### src/rtl/adp_pkg.sv
// Shared definitions for the address/word datapath:
// output-select encodings, CR width and default data width.
package adp_pkg;
  localparam int ADP_W = 8;
  localparam int CR_W  = 3;

  // SELDATA: 1x = CR, 01 = AC, 00 = WC
  localparam logic [1:0] SEL_WC = 2'b00;
  localparam logic [1:0] SEL_AC = 2'b01;
  localparam logic [1:0] SEL_CR = 2'b10;
endpackage

### src/rtl/addr_word_datapath_if.sv
// Decoder <-> datapath bus: data in, control strobes, and
// CR / DOUT / DVALID / WZ / WTC status back to the decoder.
interface addr_word_datapath_if
  import adp_pkg::*;
#(
  parameter int W = ADP_W
);
  logic [W-1:0]    DIN;
  logic            PLCR;
  logic            PLAR;
  logic            PLWR;
  logic            SELA;
  logic            SELW;
  logic            PLAC;
  logic            ENA;
  logic            INCA;
  logic            DECA;
  logic            PLWC;
  logic            RESW;
  logic            ENW;
  logic            INCW;
  logic            DECW;
  logic [1:0]      SELDATA;
  logic            OEDATA;
  logic [CR_W-1:0] CR;
  logic [W-1:0]    DOUT;
  logic            DVALID;
  logic            WZ;
  logic            WTC;

  modport master (
    output DIN, PLCR, PLAR, PLWR, SELA, SELW,
    output PLAC, ENA, INCA, DECA,
    output PLWC, RESW, ENW, INCW, DECW,
    output SELDATA, OEDATA,
    input  CR, DOUT, DVALID, WZ, WTC
  );

  modport slave (
    input  DIN, PLCR, PLAR, PLWR, SELA, SELW,
    input  PLAC, ENA, INCA, DECA,
    input  PLWC, RESW, ENW, INCW, DECW,
    input  SELDATA, OEDATA,
    output CR, DOUT, DVALID, WZ, WTC
  );
endinterface

### src/rtl/updown_counter.sv
// Loadable up/down counter, priority CLR > LD > EN.
// Ports: CLK, RST, CLR, LD, LDVAL, EN, UP, DN -> Q, WRAP.
module updown_counter #(
  parameter int W = 8
) (
  input  logic         CLK,
  input  logic         RST,
  input  logic         CLR,
  input  logic         LD,
  input  logic [W-1:0] LDVAL,
  input  logic         EN,
  input  logic         UP,
  input  logic         DN,
  output logic [W-1:0] Q,
  output logic         WRAP
);
  logic [W-1:0] q_q, q_d;
  logic         wrap_q, wrap_d;

  // UP/DN are only looked at under EN, LDVAL only under LD
  always_comb begin
    q_d    = q_q;
    wrap_d = 1'b0;
    if (CLR) begin
      q_d = '0;
    end else if (LD) begin
      q_d = LDVAL;
    end else if (EN) begin
      if (UP && !DN) begin
        q_d    = q_q + 1'b1;
        wrap_d = &q_q;
      end else if (DN && !UP) begin
        q_d    = q_q - 1'b1;
        wrap_d = ~|q_q;
      end
    end
  end

  always_ff @(posedge CLK or posedge RST) begin
    if (RST) begin
      q_q    <= '0;
      wrap_q <= 1'b0;
    end else begin
      q_q    <= q_d;
      wrap_q <= wrap_d;
    end
  end

  assign Q    = q_q;
  assign WRAP = wrap_q;
endmodule

### src/rtl/addr_word_datapath.sv
// CR/AR/WR registers, AC/WC counters and registered DOUT.
// Ports: CLK, RST, bus (slave side of addr_word_datapath_if).
module addr_word_datapath
  import adp_pkg::*;
#(
  parameter int W = ADP_W
) (
  input logic                 CLK,
  input logic                 RST,
  addr_word_datapath_if.slave bus
);
  logic [CR_W-1:0] cr_q, cr_d;
  logic [W-1:0]    ar_q, ar_d;
  logic [W-1:0]    wr_q, wr_d;
  logic [W-1:0]    dout_q, dout_d;
  logic            dval_q;
  logic [W-1:0]    ac, wc;
  logic [W-1:0]    ac_ld, wc_ld;
  logic            ac_wrap;
  logic            wc_wrap;

  always_comb begin
    cr_d = cr_q;
    ar_d = ar_q;
    wr_d = wr_q;
    if (bus.PLCR) cr_d = bus.DIN[CR_W-1:0];
    if (bus.PLAR) ar_d = bus.DIN;
    if (bus.PLWR) wr_d = bus.DIN;
  end

  // Register selects use the pre-edge AR/WR value
  assign ac_ld = bus.SELA ? ar_q : bus.DIN;
  assign wc_ld = bus.SELW ? wr_q : bus.DIN;

  always_comb begin
    dout_d = dout_q;
    if (bus.OEDATA) begin
      unique case (1'b1)
        bus.SELDATA[1]:           dout_d = W'(cr_q);
        bus.SELDATA == SEL_AC:    dout_d = ac;
        default:                  dout_d = wc;
      endcase
    end
  end

  always_ff @(posedge CLK or posedge RST) begin
    if (RST) begin
      cr_q   <= '0;
      ar_q   <= '0;
      wr_q   <= '0;
      dout_q <= '0;
      dval_q <= 1'b0;
    end else begin
      cr_q   <= cr_d;
      ar_q   <= ar_d;
      wr_q   <= wr_d;
      dout_q <= dout_d;
      dval_q <= bus.OEDATA;
    end
  end

  updown_counter #(.W(W)) u_ac (
    .CLK  (CLK),
    .RST  (RST),
    .CLR  (1'b0),
    .LD   (bus.PLAC),
    .LDVAL(ac_ld),
    .EN   (bus.ENA),
    .UP   (bus.INCA),
    .DN   (bus.DECA),
    .Q    (ac),
    .WRAP (ac_wrap)
  );

  updown_counter #(.W(W)) u_wc (
    .CLK  (CLK),
    .RST  (RST),
    .CLR  (bus.RESW),
    .LD   (bus.PLWC),
    .LDVAL(wc_ld),
    .EN   (bus.ENW),
    .UP   (bus.INCW),
    .DN   (bus.DECW),
    .Q    (wc),
    .WRAP (wc_wrap)
  );

  assign bus.CR     = cr_q;
  assign bus.DOUT   = dout_q;
  assign bus.DVALID = dval_q;
  // Zero decode straight off the WC flops
  assign bus.WZ     = ~|wc;
  assign bus.WTC    = wc_wrap;
endmodule

### src/flat_wrapper.sv
// flat-port wrapper written by rule: the top's interface ports become plain ports
module addr_word_datapath_flat import adp_pkg::*;
#(
  parameter int W = ADP_W
)
  (CLK, RST, bus_DIN, bus_PLCR, bus_PLAR, bus_PLWR, bus_SELA, bus_SELW, bus_PLAC, bus_ENA, bus_INCA, bus_DECA, bus_PLWC, bus_RESW, bus_ENW, bus_INCW, bus_DECW, bus_SELDATA, bus_OEDATA, bus_CR, bus_DOUT, bus_DVALID, bus_WZ, bus_WTC);
  addr_word_datapath_if #(.W(W)) bus_i ();
  input logic CLK;
  input logic RST;
  input wire logic [$bits(bus_i.DIN)-1:0] bus_DIN;
  input wire logic [$bits(bus_i.PLCR)-1:0] bus_PLCR;
  input wire logic [$bits(bus_i.PLAR)-1:0] bus_PLAR;
  input wire logic [$bits(bus_i.PLWR)-1:0] bus_PLWR;
  input wire logic [$bits(bus_i.SELA)-1:0] bus_SELA;
  input wire logic [$bits(bus_i.SELW)-1:0] bus_SELW;
  input wire logic [$bits(bus_i.PLAC)-1:0] bus_PLAC;
  input wire logic [$bits(bus_i.ENA)-1:0] bus_ENA;
  input wire logic [$bits(bus_i.INCA)-1:0] bus_INCA;
  input wire logic [$bits(bus_i.DECA)-1:0] bus_DECA;
  input wire logic [$bits(bus_i.PLWC)-1:0] bus_PLWC;
  input wire logic [$bits(bus_i.RESW)-1:0] bus_RESW;
  input wire logic [$bits(bus_i.ENW)-1:0] bus_ENW;
  input wire logic [$bits(bus_i.INCW)-1:0] bus_INCW;
  input wire logic [$bits(bus_i.DECW)-1:0] bus_DECW;
  input wire logic [$bits(bus_i.SELDATA)-1:0] bus_SELDATA;
  input wire logic [$bits(bus_i.OEDATA)-1:0] bus_OEDATA;
  output wire logic [$bits(bus_i.CR)-1:0] bus_CR;
  output wire logic [$bits(bus_i.DOUT)-1:0] bus_DOUT;
  output wire logic [$bits(bus_i.DVALID)-1:0] bus_DVALID;
  output wire logic [$bits(bus_i.WZ)-1:0] bus_WZ;
  output wire logic [$bits(bus_i.WTC)-1:0] bus_WTC;
  assign bus_i.DIN = bus_DIN;
  assign bus_i.PLCR = bus_PLCR;
  assign bus_i.PLAR = bus_PLAR;
  assign bus_i.PLWR = bus_PLWR;
  assign bus_i.SELA = bus_SELA;
  assign bus_i.SELW = bus_SELW;
  assign bus_i.PLAC = bus_PLAC;
  assign bus_i.ENA = bus_ENA;
  assign bus_i.INCA = bus_INCA;
  assign bus_i.DECA = bus_DECA;
  assign bus_i.PLWC = bus_PLWC;
  assign bus_i.RESW = bus_RESW;
  assign bus_i.ENW = bus_ENW;
  assign bus_i.INCW = bus_INCW;
  assign bus_i.DECW = bus_DECW;
  assign bus_i.SELDATA = bus_SELDATA;
  assign bus_i.OEDATA = bus_OEDATA;
  assign bus_CR = bus_i.CR;
  assign bus_DOUT = bus_i.DOUT;
  assign bus_DVALID = bus_i.DVALID;
  assign bus_WZ = bus_i.WZ;
  assign bus_WTC = bus_i.WTC;
  addr_word_datapath #(.W(W)) u_core (.CLK(CLK), .RST(RST), .bus(bus_i));
endmodule
### config.mk
export PLATFORM = sky130hd
export DESIGN_NAME = addr_word_datapath_flat
export DESIGN_NICKNAME = d
export VERILOG_FILES = /design/src/rtl/adp_pkg.sv /design/src/rtl/addr_word_datapath_if.sv /design/src/rtl/updown_counter.sv /design/src/rtl/addr_word_datapath.sv /design/src/flat_wrapper.sv
export SDC_FILE = /design/constraint.sdc
export NUM_CORES = 1
export LEC_CHECK = 0
export ABC_AREA = 0
export ABC_CLOCK_PERIOD_IN_PS = 3100
export BUFFER_PORTS_ARGS = -buffer_cell sky130_fd_sc_hd__buf_2
export CAP_MARGIN = 10
export CORE_UTILIZATION = 59
export CTS_CLUSTER_DIAMETER = 80
export DETAILED_ROUTE_END_ITERATION = 8
export GPL_TIMING_DRIVEN = 0
export PLACE_DENSITY = 0.91
export SLEW_MARGIN = 20
export SYNTH_ARGS = -nofsm -noshare
export SYNTH_HDL_FRONTEND = slang
export SYNTH_HIERARCHICAL = 1
export SYNTH_SLANG_ARGS = --single-unit
### constraint.sdc
create_clock -name CLK -period 3.1 [get_ports CLK]
set_input_delay 0.465 -clock CLK [delete_from_list [all_inputs] [get_ports CLK]]
set_output_delay 0.465 -clock CLK [all_outputs]
set_load 0.005 [all_outputs]
==> flow_summary.yaml, run 1 <==
die:
  initial_core_util: 0.616
  dieHeight_um: 72.3
  die_area_mm2: 0.00522
  core_mm2: 0.00472
  pin_count: 41
  die_w_um: 72.3
  core.rowCount: 25
sta:
  setup_viol: 0
  slew_violations: 0
  hold_viol_final: 0
  fmax_mhz: 407
  slew_headroom: 0.625
  holdWs_ns: 0.153
  grt_setup_unrepaired: "no"
  min_period_ns: 2.46
  worst_pin_slew_ns: 0.562
  skew_ns: 0.00450
  period_share: 0.793
  setup_tns_ns: 0
pwr:
  p_int_w: 0.000993
  combPwrFrac: 0.283
  ir_worst_vdd_mv: 0.198
  switchingPower_w: 0.000464
  pwr-share-seq: 0.479
  p_leak_nw: 1.50
  power_density_mw_per_mm2: 448
  switching_share: 0.319
  p_clk_frac: 0.238
worst_setup_path:
  critPathLaunch: "bus_DECW"
  required_ns: 3.28
  cp.arrival_ns: 2.64
  crit_path_end_kind: "register"
  crit_end: "u_core/u_wc/Q[7]"
  r2r-end: "u_core/u_wc/Q[7]"
  rr_worst_depth: 6
  startpoint_type: "input port"
  r2r_slack_ns: 0.99
  critical_path_class: "in2reg"
  timing.rr.start: "u_core/u_wc/Q[1]"
  critPathMaxFanout: 8
synth:
  yosysWarnings: 6
  synth_area_mm2: 0.00291
  postSynthCellCount: 289
  synth.avg_cell_area_um2: 10.1
finish:
  postLayoutCellArea_mm2: 0.00325
  area_growth_pct: 11.6
  final_nets: 378
  drive_gt1_frac: 0.265
  diodes: 0
  final_cells: 399
placed_design:
  dp_hpwl_mm: 5.13
  dp.cells: 391
  numPortBuffers: 33
  dpl_cell_area_mm2: 0.00317
  gp_congestion: 0.815
route:
  drc: 0
  first_pass_iters: 4
  wl_per_cell_um: 16.9
  via_per_inst: 6.06
  final_antenna_net_count: 0
  drtIter0Drc: 224
  totalWireLength_mm: 6.75
  num_vias: 2416
cts:
  clock-sinks: 45
  clk_latency_ns: 0.30
  ctsLongestPathBuffers: 2
  clock-root-buffer: "clkbuf_8"
  cts_tree: "yes"
  post_cts_buffers: 0
  cts_resized: 0
  cts.htree.levels: 2
  holdBufCountCts: 0
  clk_pin_slew_ns: 0.08
  numCtsBuffers: 5
outcome:
  status: "finished, final reports clean"
grt:
  grt_pass1_vias: 2348
  met3_usage: 0.0569
  antenna_found_initial: 0
  grt_max_degree: 29
  use_met2: 0.474
  grt_busiest_layer: "met2"
  use_met1: 0.375
  gr-total-overflow: 0
  grt_pass1_wl_mm: 11.4
  grt_util_all_layers: 0.290
flow_run:
  cap_violations: 0
worst_hold_path:
  hp-class: "in2async"
==> power groups by stage <==
stage / clock network, W / registers [W] / logic (W)
after floorplan: 0 / 0.000690 / 0.000303
after global placement: 0 / 0.000703 / 0.000386
after detailed placement: 0 / 0.000707 / 0.000405
after CTS: 0.000353 / 0.000697 / 0.000407
after global routing: 0.000377 / 0.000706 / 0.000458
final: 0.000347 / 0.000698 / 0.000413
==> cells in the final DEF (no fill, tap or decap), types with 3 or more instances in the layout <==
master / instances
nand2b_1: 8
o211ai_1: 5
xnor2_1: 8
o31ai_1: 4
clkbuf_8: 5
o22ai_1: 5
o21ai_0: 7
dfrtp_1: 45
nand2_1: 13
buf_2: 41
conb_1: 3
xor2_1: 4
ha_1: 18
clkbuf_1: 6
mux2i_1: 8
nand3b_1: 4
inv_1: 17
nand3_1: 4
a21oi_1: 21
nor2_1: 19
nor4_1: 5
a21o_1: 6
mux2_2: 35
a211oi_1: 6
==> state kept, by name (all words and copies together) (netlist names) <==
signal,count
u_core/bus.DVALID,1
u_core/u_ac/Q,8
u_core/u_wc/WRAP,1
u_core/ar_q,8
u_core/u_wc/Q,8
u_core/bus.CR,3
u_core/bus.DOUT,8
u_core/wr_q,8
==> routing by layer <==
layer	vias to the layer above	routed length [µm]
li1	1127	-
met1	1177	2880
met2	95	3290
met3	17	371
met4	0	219
met5	-	0
==> critical path, cell delays in order <==
cell      delay [ns]
buf_2           0.10
inv_1           0.04
ha_1            0.28
inv_1           0.21
ha_1            0.38
o211ai_1        0.19
o21ai_1         0.16
o31ai_1         0.35
nor4_1          0.09
or3b_1          0.36
==> metrics by stage <==
step	worst slack, ns	total power (W)	util
6_report	0.642	0.00146	0.688
5_1_grt	0.506	0.00154	0.688
4_1_cts	0.676	0.00146	0.688
3_5_place_dp	0.351	0.00111	0.671
3_3_place_gp	0.452	0.00109	0.671
2_1_floorplan	0.778	0.000993	-
==> how the worst min path moves through the flow <==
stage | start | end | cells past startpoint
floorplan | RST | u_core/u_ac/Q[0] | 1
global placement | RST | u_core/u_ac/Q[2] | 2
detailed placement | RST | u_core/u_ac/Q[1] | 2
CTS | RST | u_core/u_wc/Q[3] | 2
global route | RST | u_core/u_ac/Q[1] | 2
finish | RST | u_core/u_ac/Q[2] | 2
==> layout make-up <==
class | instances | area, µm²
inverter | 18 | 67.6
clock buffer | 6 | 72.6
sequential | 45 | 1130
tap | 67 | 83.8
timing repair buffer | 33 | 165
buffer | 15 | 66.3
fill | 352 | 1470
multi-input combinational | 213 | 1660
clock inverter | 2 | 10.0
Power figures use the tool's default switching activity.
==> inputs of run 2 (changes only) <==
--- a/config.mk
+++ b/config.mk
@@ -5,15 +5,15 @@
 export SDC_FILE = /design/constraint.sdc
 export NUM_CORES = 1
 export LEC_CHECK = 0
-export ABC_AREA = 0
-export ABC_CLOCK_PERIOD_IN_PS = 3100
+export ABC_AREA = 1
+export ABC_CLOCK_PERIOD_IN_PS = 2300
 export BUFFER_PORTS_ARGS = -buffer_cell sky130_fd_sc_hd__buf_2
 export CAP_MARGIN = 10
-export CORE_UTILIZATION = 59
+export CORE_UTILIZATION = 58
 export CTS_CLUSTER_DIAMETER = 80
 export DETAILED_ROUTE_END_ITERATION = 8
 export GPL_TIMING_DRIVEN = 0
-export PLACE_DENSITY = 0.91
+export PLACE_DENSITY = 0.89
 export SLEW_MARGIN = 20
 export SYNTH_ARGS = -nofsm -noshare
 export SYNTH_HDL_FRONTEND = slang
==> constraint.sdc (replaced) <==
create_clock -name CLK -period 2.3 [get_ports CLK]
set_input_delay 0.345 -clock CLK [delete_from_list [all_inputs] [get_ports CLK]]
set_output_delay 0.345 -clock CLK [all_outputs]
set_load 0.005 [all_outputs]
==> run 2 against run 1 <==
Die area rose by 5.5%; flip-flop and latch count did not move; largest power group unchanged; highest routed layer unchanged; register-to-register slack got worse by 0.37 ns.
==> flow_summary.yaml, run 2 <==
worst_setup_path:
  startpoint_type: "input port"
  required_ns: 2.48
  critical_path_class: "in2reg"
  path_common_cell: "nand2_1"
  critPathMaxStageDelay_ns: 0.32
  cp_cell_sequence: "buf_2, inv_1, ha_1, inv_1, ha_1, or2_2, and2_1, nand2_1, nand2_1, o21ai_1, nand2_1"
  cp.arrival_ns: 2.06
  slowest_stage: "ha_1"
  crit_path_end_kind: "register"
  critPathMaxFanout: 8
route:
  num_vias: 2853
  wl_per_cell_um: 12.5
  via_per_inst: 5.23
  drc: 0
  final_antenna_net_count: 0
  first_pass_iters: 5
  drtIter0Drc: 226
  totalWireLength_mm: 6.80
sta:
  setup_tns_ns: 0
  slew_violations: 0
  fmax_mhz: 531
  worst_pin_slew_ns: 0.588
  hold_viol_final: 0
  worst_slack_ns: 0.417
  slew_headroom: 0.607
  setup_viol: 0
  min_period_ns: 1.88
  skew_ns: 0.00696
  period_share: 0.819
  grt_setup_unrepaired: "no"
finish:
  area_growth_pct: 12.1
  drive_gt1_frac: 0.157
  diodes: 0
  final_nets: 524
  final_cell_mix: "nand2_1, nor2_1, inv_1, dfrtp_1, buf_2"
  postLayoutCellArea_mm2: 0.00339
  final_common_cell: "nand2_1"
cts:
  cts_resized: 0
  cts.htree.levels: 2
  post_cts_buffers: 0
  holdBufCountCts: 0
  clock-sinks: 45
  clk_latency_ns: 0.29
  ctsLongestPathBuffers: 2
  clock-root-buffer: "clkbuf_8"
  clk_pin_slew_ns: 0.08
  cts_tree: "yes"
  numCtsBuffers: 5
pwr:
  p_leak_nw: 1.88
  ir_worst_vdd_mv: 0.500
  combPwrFrac: 0.324
  pwr-share-seq: 0.452
  power_density_mw_per_mm2: 638
  switching_share: 0.360
  switchingPower_w: 0.000778
  p_clk_frac: 0.224
  p_int_w: 0.00138
grt:
  antenna_found_initial: 0
  grt_pass1_vias: 2575
  grt_pass1_wl_mm: 11.1
  grt_max_degree: 29
  gr-total-overflow: 0
  grt_util_all_layers: 0.262
placed_design:
  gp_congestion: 0.876
  dpl_cell_area_mm2: 0.00330
  numPortBuffers: 38
  dp_hpwl_mm: 5.23
  post-place-ws_ns: 0.129
die:
  core_mm2: 0.00488
  die_area_mm2: 0.00550
  pin_count: 41
  initial_core_util: 0.619
  dieHeight_um: 74.2
  die_w_um: 74.2
  core.rowCount: 25
synth:
  yosysWarnings: 6
  postSynthCellCount: 431
  synth.avg_cell_area_um2: 7.01
  synth_area_mm2: 0.00302
flow_run:
  cap_violations: 0
outcome:
  status: "finished, final reports clean"
worst_hold_path:
  hp-class: "in2async"
run 2: worst max-delay path: cells and delay by family:
kind            cells  cell delay, ns
compound gates      1            0.16
fa+ha+maj           2            0.52
buf+inv             3            0.38
simple gates        5            0.65
run 2: stage by stage:
step | util | std cells | power, W | hold WS, ns
2_1_floorplan | - | 432 | 0.00149 | 0.161
5_1_grt | 0.694 | 545 | 0.00232 | 0.0455
4_1_cts | 0.694 | 545 | 0.00217 | 0.0314
3_5_place_dp | 0.676 | 537 | 0.00168 | 0.344
3_3_place_gp | 0.676 | 537 | 0.00165 | 0.316
6_report | 0.694 | 545 | 0.00216 | 0.0284
run 2: power groups by stage:
stage | sequential (W) | clock [W] | combinational (W)
final | 0.000978 | 0.000484 | 0.000700
after global routing | 0.000991 | 0.000528 | 0.000805
after CTS | 0.000977 | 0.000493 | 0.000697
after detailed placement | 0.000992 | 0 | 0.000691
after global placement | 0.000989 | 0 | 0.000658
after floorplan | 0.000964 | 0 | 0.000524
run 2: path summary, 6_finish.rpt:
kind                               startpoint            endpoint  slack [ns]  depth (start not counted)
max                                  bus_DECA    u_core/u_ac/Q[4]        0.42                         11
min                                       RST    u_core/u_ac/Q[5]        0.03                          2
max reg2reg                  u_core/u_ac/Q[0]    u_core/u_ac/Q[4]        0.62                          8
min in group CLK                   bus_OEDATA   u_core/bus.DVALID        0.18                          1
max in group asynchronous                 RST      u_core/wr_q[0]        1.78                          2
min reg2reg                u_core/bus.DOUT[4]  u_core/bus.DOUT[4]        0.48                          2
run 2: layer usage:
layer / routed length [µm] / GRT usage / vias up
met4: 48 / 0.0684 / 0
li1: - / - / 1446
met2: 3290 / 0.457 / 78
met5: 0 / 0 / -
met3: 364 / 0.0420 / 6
met1: 3100 / 0.341 / 1323
run 2: layout make-up:
class / count / area, µm²
Buffer: 10 / 68.8
Clock buffer: 6 / 72.6
Clock inverter: 2 / 15.0
Fill cell: 438 / 1490
Inverter: 49 / 184
Multi-Input combinational cell: 328 / 1650
Sequential cell: 45 / 1130
Tap cell: 67 / 83.8
Timing Repair Buffer: 38 / 190
